**src/rtl/rs422_rx_axis.sv**
```systemverilog
// rs422_rx_axis: RS422 serial receiver to AXI-Stream bytes.
// Synchronises the asynchronous link (rs422_clk, rs422_cs, rs422_data), rebuilds
// MSB-first bytes, tags the last byte of each chip-select frame with tlast and
// buffers {tlast, tdata} in a first-word-fall-through FIFO.
// Optional build macro RS422_RX_GLITCH_FILTER_EN inserts a 3-sample majority
// filter on rs422_clk and rs422_cs (data is delayed to stay aligned).
module rs422_rx_axis #(
    parameter int FIFO_DEPTH = 16,
    parameter int FIFO_AW    = 4
) (
    input  logic       clk,
    input  logic       rstn,
    input  logic       rs422_clk,
    input  logic       rs422_cs,
    input  logic       rs422_data,
    output logic       tvalid,
    input  logic       tready,
    output logic [7:0] tdata,
    output logic       tlast,
    output logic       frame_err,
    output logic       overflow
);

    // Line vector ordering {data, cs, clk}; idle is clk=1, cs=1, data=0.
    localparam logic [2:0] LINE_IDLE = 3'b011;
    localparam logic [FIFO_AW:0] FULL_COUNT = (FIFO_AW + 1)'(FIFO_DEPTH);

    logic [2:0] line_pin;
    logic [2:0] sync1_reg;
    logic [2:0] sync2_reg;

    assign line_pin = {rs422_data, rs422_cs, rs422_clk};

    // Two-flop synchroniser for all three line inputs
    always_ff @(posedge clk or negedge rstn) begin
        if (!rstn) begin
            sync1_reg <= LINE_IDLE;
            sync2_reg <= LINE_IDLE;
        end else begin
            sync1_reg <= line_pin;
            sync2_reg <= sync1_reg;
        end
    end

    logic [1:0] ctl_line;   // {cs, clk} after optional filtering
    logic       data_line;  // data aligned with ctl_line edges

`ifdef RS422_RX_GLITCH_FILTER_EN
    // Startup cycles before the edge detector sees real line levels.
    localparam logic [2:0] WARM_CYCLES = 3'd5;

    logic data_d1_reg;
    logic data_d2_reg;

    genvar gi;
    generate
        for (gi = 0; gi < 2; gi++) begin : g_filt
            logic tap0_reg;
            logic tap1_reg;
            logic filt_reg;
            // Majority of the current synchronised sample and two previous ones
            always_ff @(posedge clk or negedge rstn) begin
                if (!rstn) begin
                    tap0_reg <= LINE_IDLE[gi];
                    tap1_reg <= LINE_IDLE[gi];
                    filt_reg <= LINE_IDLE[gi];
                end else begin
                    tap0_reg <= sync2_reg[gi];
                    tap1_reg <= tap0_reg;
                    filt_reg <= (sync2_reg[gi] & tap0_reg) | (sync2_reg[gi] & tap1_reg) |
                                (tap0_reg & tap1_reg);
                end
            end
            assign ctl_line[gi] = filt_reg;
        end
    endgenerate

    // Delay data by the filter latency so the sampled bit stays on its edge
    always_ff @(posedge clk or negedge rstn) begin
        if (!rstn) begin
            data_d1_reg <= 1'b0;
            data_d2_reg <= 1'b0;
        end else begin
            data_d1_reg <= sync2_reg[2];
            data_d2_reg <= data_d1_reg;
        end
    end
    assign data_line = data_d2_reg;
`else
    localparam logic [2:0] WARM_CYCLES = 3'd3;

    assign ctl_line  = sync2_reg[1:0];
    assign data_line = sync2_reg[2];
`endif

    logic [1:0] ctl_d_reg;
    logic [2:0] warm_cnt_reg;
    logic       warm_done;

    // Edge-detect stage and startup counter. The counter keeps the idle reset
    // value of the pipeline from looking like a cs falling edge when cs is
    // already low at reset release.
    always_ff @(posedge clk or negedge rstn) begin
        if (!rstn) begin
            ctl_d_reg    <= LINE_IDLE[1:0];
            warm_cnt_reg <= 3'd0;
        end else begin
            ctl_d_reg <= ctl_line;
            if (!warm_done) begin
                warm_cnt_reg <= warm_cnt_reg + 3'd1;
            end
        end
    end

    logic cs_sync;
    logic clk_rise;
    logic cs_fall;
    logic cs_rise;

    assign warm_done = (warm_cnt_reg == WARM_CYCLES);
    assign cs_sync   = ctl_line[1];
    assign clk_rise  = ctl_line[0] & ~ctl_d_reg[0];
    assign cs_fall   = ~ctl_line[1] & ctl_d_reg[1];
    assign cs_rise   = ctl_line[1] & ~ctl_d_reg[1];

    // Deserialiser state. The shift register keeps the 7 most recent bits;
    // the 8th bit goes straight into the hold byte together with them.
    logic       in_frame_reg,   in_frame_next;
    logic [2:0] bit_cnt_reg,    bit_cnt_next;
    logic [6:0] shift_reg,      shift_next;
    logic [7:0] hold_reg,       hold_next;
    logic       hold_valid_reg, hold_valid_next;
    logic       frame_err_reg,  frame_err_next;
    logic       wr_en;
    logic       wr_last;
    logic [7:0] capture_byte;

    assign capture_byte = {shift_reg, data_line};

    // Frame start/end and bit capture; a held byte is released either by the
    // next complete byte (tlast=0) or by the frame end (tlast=1)
    always_comb begin
        in_frame_next   = in_frame_reg;
        bit_cnt_next    = bit_cnt_reg;
        shift_next      = shift_reg;
        hold_next       = hold_reg;
        hold_valid_next = hold_valid_reg;
        frame_err_next  = 1'b0;
        wr_en           = 1'b0;
        wr_last         = 1'b0;
        if (cs_fall && warm_done) begin
            in_frame_next   = 1'b1;
            bit_cnt_next    = 3'd0;
            hold_valid_next = 1'b0;
        end else if (in_frame_reg && cs_rise) begin
            wr_en           = hold_valid_reg;
            wr_last         = 1'b1;
            frame_err_next  = (bit_cnt_reg != 3'd0);
            in_frame_next   = 1'b0;
            hold_valid_next = 1'b0;
            bit_cnt_next    = 3'd0;
        end else if (in_frame_reg && !cs_sync && clk_rise) begin
            shift_next   = capture_byte[6:0];
            bit_cnt_next = bit_cnt_reg + 3'd1;
            if (bit_cnt_reg == 3'd7) begin
                wr_en           = hold_valid_reg;
                hold_next       = capture_byte;
                hold_valid_next = 1'b1;
            end
        end
    end

    // Deserialiser state register
    always_ff @(posedge clk or negedge rstn) begin
        if (!rstn) begin
            in_frame_reg   <= 1'b0;
            bit_cnt_reg    <= 3'd0;
            shift_reg      <= 7'd0;
            hold_reg       <= 8'd0;
            hold_valid_reg <= 1'b0;
            frame_err_reg  <= 1'b0;
        end else begin
            in_frame_reg   <= in_frame_next;
            bit_cnt_reg    <= bit_cnt_next;
            shift_reg      <= shift_next;
            hold_reg       <= hold_next;
            hold_valid_reg <= hold_valid_next;
            frame_err_reg  <= frame_err_next;
        end
    end

    // Output FIFO, first-word-fall-through
    logic [8:0]         fifo_mem [FIFO_DEPTH];
    logic [FIFO_AW-1:0] wr_ptr_reg;
    logic [FIFO_AW-1:0] rd_ptr_reg;
    logic [FIFO_AW:0]   count_reg;
    logic [8:0]         head;
    logic               full;
    logic               rd_en;
    logic               push;
    logic               drop;
    logic               overflow_reg;

    assign full  = (count_reg == FULL_COUNT);
    assign rd_en = tvalid & tready;
    // A read in the same cycle frees the slot, so a write when full succeeds
    assign push  = wr_en & (~full | rd_en);
    assign drop  = wr_en & full & ~rd_en;
    assign head  = fifo_mem[rd_ptr_reg];

    // FIFO storage write port
    always_ff @(posedge clk) begin
        if (push) begin
            fifo_mem[wr_ptr_reg] <= {wr_last, hold_reg};
        end
    end

    // FIFO pointers, occupancy and overflow pulse
    always_ff @(posedge clk or negedge rstn) begin
        if (!rstn) begin
            wr_ptr_reg   <= '0;
            rd_ptr_reg   <= '0;
            count_reg    <= '0;
            overflow_reg <= 1'b0;
        end else begin
            overflow_reg <= drop;
            if (push) begin
                wr_ptr_reg <= wr_ptr_reg + 1'b1;
            end
            if (rd_en) begin
                rd_ptr_reg <= rd_ptr_reg + 1'b1;
            end
            if (push && !rd_en) begin
                count_reg <= count_reg + 1'b1;
            end else if (!push && rd_en) begin
                count_reg <= count_reg - 1'b1;
            end
        end
    end

    // Head entry is masked while empty so outputs read zero after reset
    assign tvalid    = (count_reg != '0);
    assign tdata     = tvalid ? head[7:0] : 8'h00;
    assign tlast     = tvalid & head[8];
    assign frame_err = frame_err_reg;
    assign overflow  = overflow_reg;

endmodule

```
**config.mk**
```make
export PLATFORM = sky130hd
export DESIGN_NAME = rs422_rx_axis
export DESIGN_NICKNAME = d
export VERILOG_FILES = /design/src/rtl/rs422_rx_axis.sv
export SDC_FILE = /design/constraint.sdc
export NUM_CORES = 1
export LEC_CHECK = 0
export ABC_AREA = 1
export CAP_MARGIN = 20
export CORE_ASPECT_RATIO = 1.1
export CORE_MARGIN = 4
export CORE_UTILIZATION = 50
export DETAILED_ROUTE_END_ITERATION = 12
export PLACE_DENSITY = 0.75
export RECOVER_POWER = 50
export SYNTH_ARGS = -nofsm -noshare
export SYNTH_HDL_FRONTEND = slang
export SYNTH_SLANG_ARGS = --single-unit
```
**constraint.sdc**
```tcl
create_clock -name clk -period 5.05 [get_ports clk]
set_clock_uncertainty 0.1 [all_clocks]
set_input_delay 0.7575 -clock clk [delete_from_list [all_inputs] [get_ports clk]]
set_output_delay 0.7575 -clock clk [all_outputs]
set_load 0.02 [all_outputs]
```
== Word-level counts from Yosys, hierarchy flattened ==
Memories as Yosys holds them, arrays and structs flattened.
Index checks and enable logic that the tools add are counted.
Operators by class
  $add $sub $neg: 6
  eq/ne operators: 3
  multiplexer cells: 22
  bitwise operators: 16
  reduce and logical (&&, ||, !) cells: 18
Operators by type and width (count)
  $mux 1: 16
  $mux 5: 2
  $mux 3: 3
  $reduce_bool 3->1: 3
  $add 4x1->4 const B: 2
  $and 1x1->1: 8
  $mux 8: 1
  $not 1->1: 7
  $add 3x1->3 const B: 2
  $logic_and 1x1->1: 6
  $add 5x1->5 const B: 1
  $eq 5x5->1 const B: 1
  $reduce_bool 5->1: 1
  $sub 5x1->5 const B: 1
  $reduce_and 4->1: 1
  $reduce_bool 2->1: 2
  $eq 3x2->1 const B: 1
  $eq 3x3->1 const B: 1
  $logic_not 1->1: 3
  $reduce_and 3->1: 1
  $reduce_and 2->1: 1
  $or 1x1->1: 1
Storage, ports and cells
  flip-flop bits (word level): 46
  memory bits (writable): 144
  input bits: 6
  word-level logic and storage cells: 80
  memories: 1
Memories
  fifo_mem: depth 16, width 9, rd ports 1, clocked after Yosys merged registers in 0, write ports 1, RTL line 193  | logic [8:0] fifo_mem [FIFO_DEPTH];

== Longest topological paths before layout ==
  word-level depth: 11
  gate-level depth with buffers: 17
  gate-level depth less buffers: 17

== Least setup slack after synthesis ==
OpenSTA, ideal clock, no wires.
  path type: reg2reg
  from: reg warm_cnt_reg[0]
  to: reg count_reg[4]
  arrival: 2.349 ns
  slack: 2.485 ns
  stages on the path, launching flop included: 18
  clock period less this slack: 2.565 ns
  path through: dfrtp_1 -> ha_1 -> ha_1 -> nand3_2 -> inv_1 -> nor2_1 -> nand3_1 -> inv_1 -> ha_1 -> inv_1 -> ha_1 -> inv_1 -> o21ai_0 -> a21oi_1 -> nand2_1 -> nand2_1 -> nand2_1 -> nand2_1
On the way
  word-level cells in the longest chain between the ends: 7
RTL lines
  start, declared: RTL line 97  | logic [2:0] warm_cnt_reg;
  start signal, assigned: RTL line 110  | warm_cnt_reg <= warm_cnt_reg + 3'd1;
  $eq 3x2->1 (*): RTL line 120  | assign warm_done = (warm_cnt_reg == WARM_CYCLES);
  $logic_and 1x1->1 (*): RTL line 151  | if (cs_fall && warm_done) begin
  $mux 1 (*): RTL line 151
  $and 1x1->1 (*): RTL line 207  | assign push = wr_en & (~full | rd_en);
  net push: RTL line 200  | logic push;
  $logic_not 1->1: RTL line 235  | end else if (!push && rd_en) begin
  $logic_and 1x1->1: RTL line 235
  $reduce_bool 2->1 (no line)
  end signal, assigned: RTL line 234  | count_reg <= count_reg + 1'b1;
  end signal, assigned: RTL line 236  | count_reg <= count_reg - 1'b1;
  end, declared: RTL line 196  | logic [FIFO_AW:0] count_reg;
The timed path passes the listed nets; every way through them passes the cells marked *.
A chain may end at the register's enable or synchronous reset.

== Worst setup path after layout ==
  from: reg rd_ptr_reg[0]
  to: out tdata[3]
On the way
  word-level cells in the longest chain between the ends: 2
RTL lines
  start, declared: RTL line 195  | logic [FIFO_AW-1:0] rd_ptr_reg;
  start signal, assigned: RTL line 231  | rd_ptr_reg <= rd_ptr_reg + 1'b1;
  $mem_v2 16x9
  $mux 8: RTL line 243  | assign tdata = tvalid ? head[7:0] : 8'h00;
  end, declared: RTL line 18  | output logic [7:0] tdata,
No other way between the ends.

==> run metrics <==
status complete, but fails checks; failing checks capacitance limit, slew limit; max reg flops approximately 140; register area share after synthesis 68.1%; post-synth top area cell edfxtp_1; Yosys top cell area share 53.7%; top-count cell post-synth nand2_1; H-tree Lvls 4; final setup TNS 0 ps; first drt pass iteration count 5; largest fanout on the critical path 59; DP Wirelength 9990 um; R2R Setup Slk 1890 ps; PortBufs 17; setup bufs post-CTS 0; core area 0.0157 sq mm; Hold Buf Count CTS 0; fin. max-slew vios 39; GRT Total Usage approximately a fifth; gr ovfl total 0; GP Congestion 0.784; Avg Cell Area, Syn 11.3 sq um; I/O pin count 18; Die ar. 0.0182 sq mm; routed vias/inst between 5 and 6; Crit Path Class register to primary output; Pleak 3.41 nW; vias in the first global route 5026; CTS max path bufs 2; clock slew at reported path FFs 70 ps; post-synth net total 737; P&R area growth vs syn 10.7%; synth warn 0; Chip Width 129 um; startpoint types register; Root Driver clkbuf_16; Post-synth top flop edfxtp_1; Initial DRC Count 569; antenna violations before repair 0; top cells by count, synth nand2_1 (239), edfxtp_1 (144), nand3_1 (117); CTS tree yes; asr flop ratio synth about a quarter; flops & latches, synth 190; diode count 0; Yosys cell types 30; Placed Cells between 900 and 1000; RSZ-0062 raised after global routing false; final hold violations 0; setup ws final approximately 1100 ps; first-pass GRT wire length 26100 um; Worst Setup End Kind primary output; TritonCTS Buffers 17; Synth area leaders edfxtp_1 (54%), dfrtp_1 (12%), nand2_1 (11%); Pwr per Cell Area 354 mW/mm^2; relative slew slack -32.0%; max cap viols 1; pre-CTS setup slack 1520 ps; Clk Latency, worst-skew pair approximately 430 ps; Fmax around 250 MHz; Min Clock Period, post-route around 4000 ps; Mapped Cells between 700 and 800; Arr. time, crit path just over 3000 ps; fin crit share 77.8%; Required @ worst endpoint about 4200 ps; Non-Filler Instances 938; Final #Nets 747; Worst VDD drop between 0.2 and 0.25 mV; Routed WL 16100 um; R2R Path Start count_reg[1]; Starting Density between 50 and 60%; Synth Cell Area 0.00805 sq mm; Die Y 141 um; drt wl/cell 17.1 um; Least-Margin Pin Slew 1980 ps; Min-Delay Path Class input pin to async pin; CTS resizes 0; antenna viol nets, final 0; layout cells sized above 1 7.99%; number of synthesized flops with an enable pin around 140; worst r2r dst count_reg[4]; reg2reg path depth 15; via count 5113; FP Rows 48; Finish-stage setup viols 0; largest net degree at the start of global routing 75; Clock Sinks 190; DR DRC count 0
[layout make-up]
class	instances	area (sq um)
clock buffer	19	453
clock inverter	13	185
fill	1288	6830
inverter	35	131
tap	200	250
multi-input combinational	458	2200
sequential	190	5480
timing repair buffer	23	205
[metal layers]
layer / share of wire [%] / vias to the layer above / wire [um] / GRT usage (%)
met5: 0 / - / 0 / 0
met4: 1.8 / 0 / 293 / 7.63
met3: 6.6 / 23 / 1050 / 3.56
met2: 50 / 182 / 8070 / 30.9
met1: 41 / 2469 / 6650 / 24.7
li1: - / 2439 / - / -
[critical path: stages, from the launching register on]
cell	delay, ps
dfrtp_2	400
inv_2	720
buf_4	350
nand2_1	80
nand3_1	80
nand3_1	90
nand2_1	80
nand2_1	50
a21oi_1	150
clkdlybuf4s50_1	620
[per-stage QoR]
| stage | power, mW | util [%] | hold WS [ps] | area, sq um |
|---|---|---|---|---|
| 3_5_place_dp | 1.77 | 52.6 | 240 | 8280 |
| 2_1_floorplan | 1.75 | - | 231 | 8050 |
| 3_3_place_gp | 1.77 | 52.6 | 239 | 8280 |
| 4_1_cts | 3.17 | 56.7 | 255 | 8920 |
| 5_1_grt | 3.25 | 56.6 | 215 | 8900 |
| 6_report | 3.15 | 56.6 | 188 | 8900 |
[placed cells by master (no fill, tap or decap)]
cell type	count
a21o_1	1
a21oi_1	13
buf_4	5
bufinv_16	4
clkbuf_1	2
clkbuf_16	17
clkbuf_8	2
clkdlybuf4s50_1	13
clkinv_1	2
clkinv_2	3
clkinv_4	1
clkinvlp_4	2
dfrtp_1	39
dfrtp_2	1
dfstp_1	2
dfstp_2	4
dlygate4sd3_1	3
edfxtp_1	144
fa_1	1
ha_1	15
inv_1	30
inv_2	3
inv_6	3
mux2_2	1
nand2_1	241
nand2_4	2
nand3_1	118
nand3_2	1
nand4_1	2
nor2_1	26
nor2_2	2
nor2_8	1
o21ai_0	17
o21ai_2	7
xnor2_1	4
xor2_1	6
[worst max-delay path by stage]
stage,startpoint,endpoint,slack [ps]
after CTS,rd_ptr_reg[0],tlast,1120
after detailed placement,tready,count_reg[4],1520
after global routing,rd_ptr_reg[0],tlast,870
after global placement,tready,count_reg[4],1590
final,rd_ptr_reg[0],tdata[3],1120
after floorplan,warm_cnt_reg[0],count_reg[4],2480
[cell families (layout without fill, tap and decap cells)]
group | after synthesis | after routing | synth area share (%)
fa+ha+maj | 16 | 16 | 2.58
flops | 190 | 190 | 68.1
buf+inv | 67 | 90 | 4.35
mux | 1 | 1 | 0.140
simple gates | 393 | 393 | 21.0
compound gates | 38 | 38 | 2.72
xor+xnor | 10 | 10 | 1.09
[power by group]
group | switching [mW] | total, mW | internal [mW]
Sequential | 0.00952 | 1.69 | 1.68
Combinational | 0.0319 | 0.0433 | 0.0114
Clock | 0.558 | 1.42 | 0.857
Total | 0.600 | 3.15 | 2.55
No activity file was read; power rests on OpenSTA's default activity.
